$ cat src/rtl/rv_multicycle_ctrl.sv
// Multi-cycle control FSM for an RV32I datapath sharing one memory port for fetch and data.
// Define ILLEGAL_TRAP_EN to park illegal opcodes in TRAP and expose the 'illegal' flag.
module rv_multicycle_ctrl #(
  parameter int CNT_W = 32
) (
  input  logic             clk,
  input  logic             reset,
  input  logic [6:0]       opcode,
  input  logic [2:0]       funct3,
  input  logic             zero,
  input  logic             lt,
  input  logic             ltu,
  input  logic             mem_ready,
  output logic             mem_req,
  output logic             mem_sel,
  output logic             MemRead,
  output logic             MemWrite,
  output logic             ir_write,
  output logic             pc_write,
  output logic [1:0]       pc_src,
  output logic             RegWrite,
  output logic [1:0]       wb_sel,
  output logic             ALUSrc,
  output logic             ALU_En,
  output logic [1:0]       aluop,
  output logic [3:0]       state,
`ifdef ILLEGAL_TRAP_EN
  output logic             illegal,
`endif
  output logic [CNT_W-1:0] instret
);

  typedef enum logic [3:0] {
    S_FETCH  = 4'd0,  S_DECODE = 4'd1,  S_EXEC_R = 4'd2,  S_EXEC_I = 4'd3,
    S_ADDR   = 4'd4,  S_MEM_RD = 4'd5,  S_MEM_WR = 4'd6,  S_WB_ALU = 4'd7,
    S_WB_MEM = 4'd8,  S_BRANCH = 4'd9,  S_JAL    = 4'd10, S_JALR   = 4'd11,
    S_LUI    = 4'd12, S_TRAP   = 4'd13
  } state_t;

  localparam logic [6:0] OP_R      = 7'b0110011;
  localparam logic [6:0] OP_I      = 7'b0010011;
  localparam logic [6:0] OP_LOAD   = 7'b0000011;
  localparam logic [6:0] OP_STORE  = 7'b0100011;
  localparam logic [6:0] OP_BRANCH = 7'b1100011;
  localparam logic [6:0] OP_JAL    = 7'b1101111;
  localparam logic [6:0] OP_JALR   = 7'b1100111;
  localparam logic [6:0] OP_LUI    = 7'b0110111;

  state_t           state_reg, state_next;
  logic [CNT_W-1:0] instret_reg;
  logic             retire;
  logic             taken;

  always_ff @(posedge clk) begin
    if (reset) begin
      state_reg   <= S_FETCH;
      instret_reg <= '0;
    end else begin
      state_reg <= state_next;
      if (retire)
        instret_reg <= instret_reg + CNT_W'(1);
    end
  end

  always_comb begin
    case (funct3)
      3'b000:  taken = zero;
      3'b001:  taken = !zero;
      3'b100:  taken = lt;
      3'b101:  taken = !lt;
      3'b110:  taken = ltu;
      3'b111:  taken = !ltu;
      default: taken = 1'b0;
    endcase
  end

  always_comb begin
    state_next = state_reg;
    retire     = 1'b0;
    mem_req    = 1'b0;
    mem_sel    = 1'b0;
    MemRead    = 1'b0;
    MemWrite   = 1'b0;
    ir_write   = 1'b0;
    pc_write   = 1'b0;
    pc_src     = 2'b00;
    RegWrite   = 1'b0;
    wb_sel     = 2'b00;
    ALUSrc     = 1'b0;
    ALU_En     = 1'b0;
    aluop      = 2'b00;
    case (state_reg)
      S_FETCH: begin
        mem_req = 1'b1;
        if (mem_ready) begin
          ir_write   = 1'b1;
          pc_write   = 1'b1;
          state_next = S_DECODE;
        end
      end
      S_DECODE: begin
        case (opcode)
          OP_R:               state_next = S_EXEC_R;
          OP_I:               state_next = S_EXEC_I;
          OP_LOAD, OP_STORE:  state_next = S_ADDR;
          OP_BRANCH:          state_next = S_BRANCH;
          OP_JAL:             state_next = S_JAL;
          OP_JALR:            state_next = S_JALR;
          OP_LUI:             state_next = S_LUI;
          default: begin
`ifdef ILLEGAL_TRAP_EN
            state_next = S_TRAP;
`else
            state_next = S_FETCH;
            retire     = 1'b1;
`endif
          end
        endcase
      end
      S_EXEC_R: begin
        ALU_En = 1'b1; aluop = 2'b10; state_next = S_WB_ALU;
      end
      S_EXEC_I: begin
        ALU_En = 1'b1; ALUSrc = 1'b1; aluop = 2'b11; state_next = S_WB_ALU;
      end
      S_WB_ALU: begin
        RegWrite = 1'b1; state_next = S_FETCH; retire = 1'b1;
      end
      S_ADDR: begin
        ALU_En = 1'b1; ALUSrc = 1'b1;
        state_next = (opcode == OP_STORE) ? S_MEM_WR : S_MEM_RD;
      end
      S_MEM_RD: begin
        mem_req = 1'b1; mem_sel = 1'b1; MemRead = 1'b1;
        if (mem_ready) state_next = S_WB_MEM;
      end
      S_MEM_WR: begin
        mem_req = 1'b1; mem_sel = 1'b1; MemWrite = 1'b1;
        if (mem_ready) begin
          state_next = S_FETCH; retire = 1'b1;
        end
      end
      S_WB_MEM: begin
        RegWrite = 1'b1; wb_sel = 2'b01; state_next = S_FETCH; retire = 1'b1;
      end
      S_BRANCH: begin
        ALU_En = 1'b1; aluop = 2'b01;
        if (taken) begin
          pc_write = 1'b1; pc_src = 2'b01;
        end
        state_next = S_FETCH; retire = 1'b1;
      end
      S_JAL: begin
        RegWrite = 1'b1; wb_sel = 2'b10; pc_write = 1'b1; pc_src = 2'b01;
        state_next = S_FETCH; retire = 1'b1;
      end
      S_JALR: begin
        ALU_En = 1'b1; ALUSrc = 1'b1; RegWrite = 1'b1; wb_sel = 2'b10;
        pc_write = 1'b1; pc_src = 2'b10;
        state_next = S_FETCH; retire = 1'b1;
      end
      S_LUI: begin
        RegWrite = 1'b1; wb_sel = 2'b11; state_next = S_FETCH; retire = 1'b1;
      end
      S_TRAP:  state_next = S_TRAP;
      default: state_next = S_FETCH;
    endcase
    // Reset silences every strobe immediately, aborting any pending memory request.
    if (reset) begin
      state_next = S_FETCH;
      retire     = 1'b0;
      mem_req    = 1'b0;
      mem_sel    = 1'b0;
      MemRead    = 1'b0;
      MemWrite   = 1'b0;
      ir_write   = 1'b0;
      pc_write   = 1'b0;
      pc_src     = 2'b00;
      RegWrite   = 1'b0;
      wb_sel     = 2'b00;
      ALUSrc     = 1'b0;
      ALU_En     = 1'b0;
      aluop      = 2'b00;
    end
  end

  assign state   = reset ? 4'd0 : state_reg;
  assign instret = reset ? '0 : instret_reg;
`ifdef ILLEGAL_TRAP_EN
  assign illegal = !reset && (state_reg == S_TRAP);
`endif

endmodule

$ cat config.mk
export PLATFORM = sky130hd
export DESIGN_NAME = rv_multicycle_ctrl
export DESIGN_NICKNAME = d
export VERILOG_FILES = /design/src/rtl/rv_multicycle_ctrl.sv
export SDC_FILE = /design/constraint.sdc
export NUM_CORES = 1
export LEC_CHECK = 0
export BUFFER_PORTS_ARGS = -buffer_cell sky130_fd_sc_hd__buf_2
export CAP_MARGIN = 5
export CORE_AREA = 4 4 78 80
export DETAILED_ROUTE_END_ITERATION = 6
export DIE_AREA = 0 0 82 84
export HOLD_SLACK_MARGIN = 0.12
export PLACE_DENSITY_LB_ADDON = 0.12
export SYNTH_ARGS = -nofsm -noshare
export SYNTH_HDL_FRONTEND = slang
export SYNTH_SLANG_ARGS = --single-unit
$ cat constraint.sdc
create_clock -name clk -period 3.5 [get_ports clk]
set_input_delay 0.175 -clock clk [delete_from_list [all_inputs] [get_ports clk]]
set_output_delay 0.175 -clock clk [all_outputs]
set_load 0.005 [all_outputs]
==> results of run 1 <==
-- how the worst max path moves through the flow --
stage | endpoint | cells after the start
5_1_grt | instret_reg[21] | 5
3_5_place_dp | instret_reg[5] | 5
4_1_cts | instret_reg[5] | 5
3_3_place_gp | instret_reg[21] | 5
6_report | instret_reg[3] | 5
2_1_floorplan | instret_reg[27] | 8
-- layout by cell type, fill, tap and decap left out, types with 2 or more instances in the layout --
| cell | netlist | final |
|---|---|---|
| mux2_1 | 10 | 10 |
| xor2_1 | 4 | 4 |
| nor4_1 | 2 | 2 |
| inv_1 | 7 | 7 |
| nand2_1 | 18 | 18 |
| o21ai_0 | 14 | 14 |
| nor3_1 | 15 | 15 |
| or4_1 | 4 | 4 |
| nand3_1 | 15 | 15 |
| nor3b_1 | 2 | 2 |
| a22oi_1 | 3 | 3 |
| and3_1 | 5 | 5 |
| nor2_1 | 47 | 47 |
| nor2b_1 | 38 | 38 |
| mux2_2 | 10 | 10 |
| nand4_1 | 8 | 8 |
| nor4b_1 | 2 | 2 |
| a21oi_1 | 19 | 19 |
| nand2b_1 | 5 | 5 |
| dfxtp_1 | 36 | 36 |
| o211ai_1 | 2 | 2 |
| a22o_1 | 2 | 2 |
| o31ai_1 | 3 | 3 |
| mux2i_1 | 2 | 2 |
| and2_1 | 4 | 4 |
| clkbuf_8 | 0 | 5 |
| or3_1 | 9 | 9 |
| nor4_2 | 3 | 3 |
| and4_1 | 3 | 3 |
| nor4_4 | 3 | 3 |
| buf_2 | 1 | 66 |
| nand4_2 | 2 | 2 |
-- cells by family (layout without fill, tap and decap cells) --
logic type,after synthesis,in the layout
flip-flops,36,36
XOR/XNOR,4,4
adder cells (fa/ha/maj),1,1
multiplexers,22,22
AO/OA/AOI/OAI,51,51
buffers and inverters,32,82
AND/OR/NAND/NOR,193,193
-- cells in the mapped netlist (all sizes together), types with 3 or more instances --
| library cell | instances | area [sq um] |
|---|---|---|
| nand3 | 16 | 85.08 |
| nand2 | 18 | 67.56 |
| inv | 7 | 26.28 |
| o31ai | 3 | 22.52 |
| or3 | 9 | 56.30 |
| and4 | 3 | 26.28 |
| a21oi | 20 | 103.9 |
| nor2 | 47 | 176.4 |
| o21ai | 14 | 70.07 |
| and2 | 4 | 25.02 |
| nor3 | 16 | 91.34 |
| or4 | 4 | 30.03 |
| nor2b | 39 | 251.5 |
| a22oi | 3 | 22.52 |
| nor4 | 8 | 113.9 |
| clkbuf | 11 | 41.29 |
| nand4 | 10 | 75.07 |
| nand2b | 5 | 31.28 |
| and3 | 5 | 31.28 |
| buf | 14 | 98.83 |
| mux2 | 20 | 225.2 |
| dfxtp | 36 | 720.7 |
| xor2 | 4 | 35.03 |
-- final cells by class --
type,count,area (sq um),share of cell area
clock inverters,2,35.03,0.01156
well taps,72,90.09,0.02972
repair buffers,67,337.8,0.1114
clock buffers,6,72.57,0.02394
multi-input cells,271,1749,0.5770
inverters,7,26.28,0.008667
flip-flops and latches,36,720.7,0.2377
-- worst max-delay path, cell delays in order, from the launching register on --
cell and delay, ns:
dfxtp_1 0.88, nor2b_1 0.15, a32oi_1 0.26, o221a_4 0.56, nor2_1 0.13, mux2_1 0.33
-- per-layer routing --
layer / GRT usage / vias to the layer above / routed length [um] / part of all wire
li1: - / 1311 / - / -
met1: 0.2302 / 1176 / 2793 / 0.45
met2: 0.3167 / 54 / 3088 / 0.49
met3: 0.03672 / 7 / 273 / 0.044
met4: 0.06798 / 0 / 87 / 0.014
met5: 0 / - / 0 / 0
-- power by group --
group | switching [mW] | leakage, nW | total (mW) | internal, mW
combinational | 0.104 | 0.978 | 0.160 | 0.0558
sequential | 0.0176 | 0.291 | 0.435 | 0.417
clock | 0.154 | 0.0552 | 0.366 | 0.212
==> results.py, run 1 <==
metrics = {
    "cells_and_area": {
        "finalNonFillerCells": 461,
        "drive_gt1_frac": 0.2545,
        "final_core_util": 0.5609,
        "nets": 405,
        "post-route-cell-area_sq_um": 3032,
        "antenna_cells": 0,
        "area_delta_synth_final_pct": 15.00,
        "largest_register_ffs": 32,
        "fillCellCount": 536,
    },
    "critical_path": {
        "crit_fanout": 43,
        "timing.rr.start": "state_reg[3]",
        "end_kind": "register",
        "reg2reg_to": "instret_reg[3]",
        "worst_setup_path_start_kind": "register",
        "critPathKind": "register to register",
        "worstPathArrival_ns": 2.61,
        "required_ns": 3.67,
        "worst-r2r-cell-count": 5,
        "startpoint": "state_reg[3]",
        "reg2reg_slack_ns": 1.06,
    },
    "floorplanning": {
        "floorplan.initialDensity": 0.4877,
        "boundaryPins": 67,
        "die_w_um": 82,
        "design.core.area_sq_um": 5405,
        "dieArea_sq_um": 6888,
        "die_y_um": 84,
        "rows": 27,
    },
    "sta": {
        "finalCritPeriodShare": 0.6968,
        "timing.hold.ws_ns": 0.2800,
        "fin_tns_setup_ns": 0,
        "setup_viol": 0,
        "fin_crit_ns": 2.439,
        "slew_headroom": 0.4204,
        "rsz0062_at_grt": "false",
        "finalMaxSlewViolations": 0,
        "final.setup.worst_slack_ns": 1.061,
        "max_freq_ghz": 0.4100,
        "finalClockSkew_ns": 0.01544,
        "hold_viol_final": 0,
        "worst_slew_pin_slew_ns": 0.8695,
    },
    "placement": {
        "portBuffers": 66,
        "place_congestion": 0.9034,
        "dp.cells": 453,
        "dp_hpwl_um": 4484,
        "placed_area_sq_um": 2924,
        "dpl_worst_slack_ns": 1.080,
    },
    "global_routing": {
        "grt-ovfl-total": 0,
        "grt_pass1_vias": 2272,
        "grt_max_degree": 52,
        "grt_pass1_wl_um": 10340,
        "antenna_found_initial": 0,
        "grt_use_total": 0.1874,
    },
    "clock_network": {
        "cts_tree": "done",
        "htreeDepth": 2,
        "clockBufferDepth": 2,
        "path_clk_slew_ns": 0.07,
        "postCtsHoldBufs": 0,
        "cts_buffers": 5,
        "cts-root-buf": "clkbuf_8",
        "cts.sink_count": 36,
        "post_cts_buffers": 0,
        "ctsResizeCount": 0,
        "worstSkewPairLatency_ns": 0.29,
    },
    "yosys": {
        "synth_ff_type": "dfxtp_1",
        "synth_cell_types": 52,
        "synth_top_family_by_area": "simple AND/OR/NAND/NOR gates",
        "synthArstFlopShare": 0,
        "synthAdderAreaFrac": 0.004746,
        "netlist_area_sq_um": 2636,
        "synthXorXnorAreaFrac": 0.01329,
        "synth_compound_area_frac": 0.1215,
        "avgSynthCellArea_sq_um": 7.777,
        "ys_warn_count": 0,
        "yosys.area_share.simple": 0.4309,
        "synth_mux_area_frac": 0.09302,
        "syn_nets": 356,
        "synth_seq_cells": 36,
        "synth-edff-count": 0,
        "yosysSeqAreaShare": 0.2734,
        "synthCells": 339,
    },
    "detailed_routing": {
        "num_vias": 2548,
        "route.detailed.wl_per_inst_um": 13.54,
        "drcViolationCount": 0,
        "drt.antenna.violating_nets": 0,
        "first_pass_iters": 4,
        "avgViaCountPerCell": 5.527,
        "drt_iter0_markers": 107,
        "wl_um": 6242,
    },
    "worst_hold_path": {
        "holdPathStages": 4,
        "worst_hold_path.endpoint": "state_reg[2]",
        "hold_start": "mem_ready",
        "hold_path.class": "input pin to register",
    },
    "run_status": {
        "outcome": "completed",
    },
    "power_and_ir_drop": {
        "peakVddDrop_mv": 0.2843,
        "cellPowerDensity_nw_per_um2": 316.8,
        "power_mw": 0.9604,
        "p_leak_nw": 1.323,
    },
    "run": {
        "maxCapViolations": 0,
    },
}
Note: power is estimated with default switching activity, not from simulation.
==> run 2: changes to the inputs <==
--- a/config.mk
+++ b/config.mk
@@ -5,11 +5,12 @@
 export SDC_FILE = /design/constraint.sdc
 export NUM_CORES = 1
 export LEC_CHECK = 0
+export ABC_AREA = 1
 export BUFFER_PORTS_ARGS = -buffer_cell sky130_fd_sc_hd__buf_2
 export CAP_MARGIN = 5
-export CORE_AREA = 4 4 78 80
+export CORE_AREA = 4 4 82 84
 export DETAILED_ROUTE_END_ITERATION = 6
-export DIE_AREA = 0 0 82 84
+export DIE_AREA = 0 0 86 88
 export HOLD_SLACK_MARGIN = 0.12
 export PLACE_DENSITY_LB_ADDON = 0.12
 export SYNTH_ARGS = -nofsm -noshare
==> constraint.sdc (replaced) <==
create_clock -name clk -period 2 [get_ports clk]
set_input_delay 0.1 -clock clk [delete_from_list [all_inputs] [get_ports clk]]
set_output_delay 0.1 -clock clk [all_outputs]
set_load 0.005 [all_outputs]
==> results.py, run 2 <==
metrics = {
    "run_status": {
        "outcome": "completed",
    },
    "sta": {
        "setup_viol": 0,
        "hold_viol_final": 0,
        "timing.hold.ws_ns": 0.1708,
        "rsz0062_at_grt": "false",
        "max_freq_ghz": 0.5665,
        "worst_slew_pin_slew_ns": 0.4530,
        "slew_headroom": 0.6980,
        "finalMaxSlewViolations": 0,
        "fin_tns_setup_ns": 0,
        "finalCritPeriodShare": 0.8825,
        "fin_crit_ns": 1.765,
        "finalClockSkew_ns": 0.01052,
    },
    "clock_network": {
        "cts_buffers": 5,
        "clockBufferDepth": 2,
        "post_cts_buffers": 0,
        "cts_tree": "done",
        "cts.sink_count": 36,
        "htreeDepth": 2,
        "worstSkewPairLatency_ns": 0.30,
        "path_clk_slew_ns": 0.08,
        "cts-root-buf": "clkbuf_8",
    },
    "yosys": {
        "synth-edff-count": 0,
        "synthArstFlopShare": 0,
        "ys_warn_count": 0,
        "syn_nets": 564,
        "synth_seq_cells": 36,
        "avgSynthCellArea_sq_um": 5.234,
        "synth_area_leaders": "dfxtp_1 25%, nand2_1 23%, nor2_1 18%, inv_1 9.4%, nand3_1 8.4%",
        "yosysTopAreaCellShare": 0.2517,
        "yosys.area.top_type": "dfxtp_1",
        "synth_ff_type": "dfxtp_1",
        "netlist_area_sq_um": 2863,
        "synth_cell_types": 27,
        "yosys.cell_count.top_type": "nand2_1",
        "synthCells": 547,
        "yosys-top-cells-count": "176 x nand2_1, 134 x nor2_1, 72 x inv_1",
        "yosysSeqAreaShare": 0.2517,
    },
    "floorplanning": {
        "die_w_um": 86,
        "floorplan.initialDensity": 0.4835,
        "dieArea_sq_um": 7568,
        "boundaryPins": 67,
        "die_y_um": 88,
        "rows": 28,
        "design.core.area_sq_um": 5921,
    },
    "placement": {
        "place_congestion": 0.9059,
        "portBuffers": 66,
        "dp_hpwl_um": 6489,
    },
    "critical_path": {
        "worst-r2r-cell-count": 9,
        "end_kind": "register",
        "critPathKind": "register to register",
        "startpoint": "state_reg[0]",
        "worst_setup_path_start_kind": "register",
        "reg2reg_to": "instret_reg[23]",
        "crit_fanout": 11,
        "path_cells": "inv_1 > nor2_2 > nand2_1 > nor2_1 > nand2_1 > nand2_2 > nand2_1 > nand2_1 > a21oi_2",
        "worstPathArrival_ns": 1.95,
        "endpoint": "instret_reg[23]",
        "required_ns": 2.18,
        "crit_top_cell": "nand2_1",
        "worst_path_max_delay_cell": "dfxtp_1",
        "cp_slowest_stage_delay_ns": 0.39,
        "timing.rr.start": "state_reg[0]",
        "reg2reg_slack_ns": 0.23,
    },
    "detailed_routing": {
        "route.detailed.wl_per_inst_um": 12.01,
        "drt.antenna.violating_nets": 0,
        "drcViolationCount": 0,
        "num_vias": 3427,
        "drt_iter0_markers": 269,
        "wl_um": 8250,
        "avgViaCountPerCell": 4.988,
        "first_pass_iters": 5,
    },
    "global_routing": {
        "grt_pass1_wl_um": 14000,
        "grt-ovfl-total": 0,
        "antenna_found_initial": 0,
        "grt_use_total": 0.2281,
        "grt_max_degree": 32,
        "grt_pass1_vias": 3095,
    },
    "cells_and_area": {
        "area_delta_synth_final_pct": 17.09,
        "layout_common_cells": "176 x nand2_1, 133 x nor2_1, 72 x inv_1",
        "nets": 628,
        "drive_gt1_frac": 0.1503,
        "antenna_cells": 0,
        "final_common_cell": "nand2_1",
        "largest_register_ffs": 32,
    },
    "power_and_ir_drop": {
        "cellPowerDensity_nw_per_um2": 477.1,
        "peakVddDrop_mv": 0.2896,
        "p_leak_nw": 1.653,
    },
    "worst_hold_path": {
        "hold_path.class": "input pin to register",
    },
    "run": {
        "maxCapViolations": 0,
    },
}
-- run 2: worst min-delay path by stage --
stage / to / slack (ns) / from / depth (start not counted)
global placement: instret_reg[31] / 0.46 / instret_reg[31] / 2
global route: state_reg[1] / 0.22 / mem_ready / 3
floorplan: state_reg[0] / 0.29 / mem_ready / 3
CTS: state_reg[0] / 0.16 / mem_ready / 4
detailed placement: state_reg[0] / 0.47 / mem_ready / 4
finish: state_reg[1] / 0.17 / mem_ready / 3
-- run 2: power breakdown --
group	switching, mW	leakage (nW)	internal [mW]	total (mW)
Sequential	0.0144	0.290	0.729	0.743
Combinational	0.212	1.31	0.0846	0.297
Clock	0.284	0.0510	0.275	0.559
Total	0.511	1.65	1.09	1.60
-- run 2: through the flow --
step,std cells,worst slack (ns),total power [mW],utilization,instance area (sq um)
final,687,0.2349,1.599,0.5661,3352
after global routing,687,0.03566,1.671,0.5661,3352
after CTS,687,0.1742,1.603,0.5651,3346
after detailed placement,679,0.1912,1.048,0.5495,3253
after global placement,679,0.2382,1.047,0.5495,3253
after floorplan,547,0.5082,0.9779,-,2863
-- run 2: cells by family after synthesis --
group                      Yosys count  share of synthesized area
AOI/OAI and AO/OA                   37                    0.06949
xor gates and xnor gates             3                   0.009180
adders and majority gates            1                   0.004370
buffers and inverters               91                     0.1298
DFF                                 36                     0.2517
and+or+nand+nor                    379                     0.5354
-- run 2: timing repair --
action                                  4_1_cts  5_1_grt
hold buffers                                  0        0
resized for setup                             0        2
endpoints found under the setup margin        0        7
-- run 2: worst max-delay path, delay by kind of cell, from the launching register on --
| kind | cells | cell delay (ns) |
|---|---|---|
| AO/OA/AOI/OAI | 1 | 0.06 |
| buffers and inverters | 1 | 0.10 |
| flip-flops | 1 | 0.39 |
| AND/OR/NAND/NOR | 7 | 1.11 |
-- run 2: routing by layer --
| metal | vias up | global-route usage | share of wire |
|---|---|---|---|
| met5 | - | 0 | 0 |
| met2 | 99 | 0.3770 | 0.46 |
| met1 | 1524 | 0.3107 | 0.47 |
| met4 | 0 | 0.05180 | 0.0065 |
| met3 | 5 | 0.03951 | 0.062 |
| li1 | 1799 | - | - |
-- run 2: cell type report --
type                    instances  area [sq um]
fillers                       646          2569
multi-input cells             420          1773
repair buffers                 74         394.1
clock buffers                   6         82.58
inverters                      74         277.8
clock inverters                 2         10.01
well taps                      75         93.84
flip-flops and latches         36         720.7
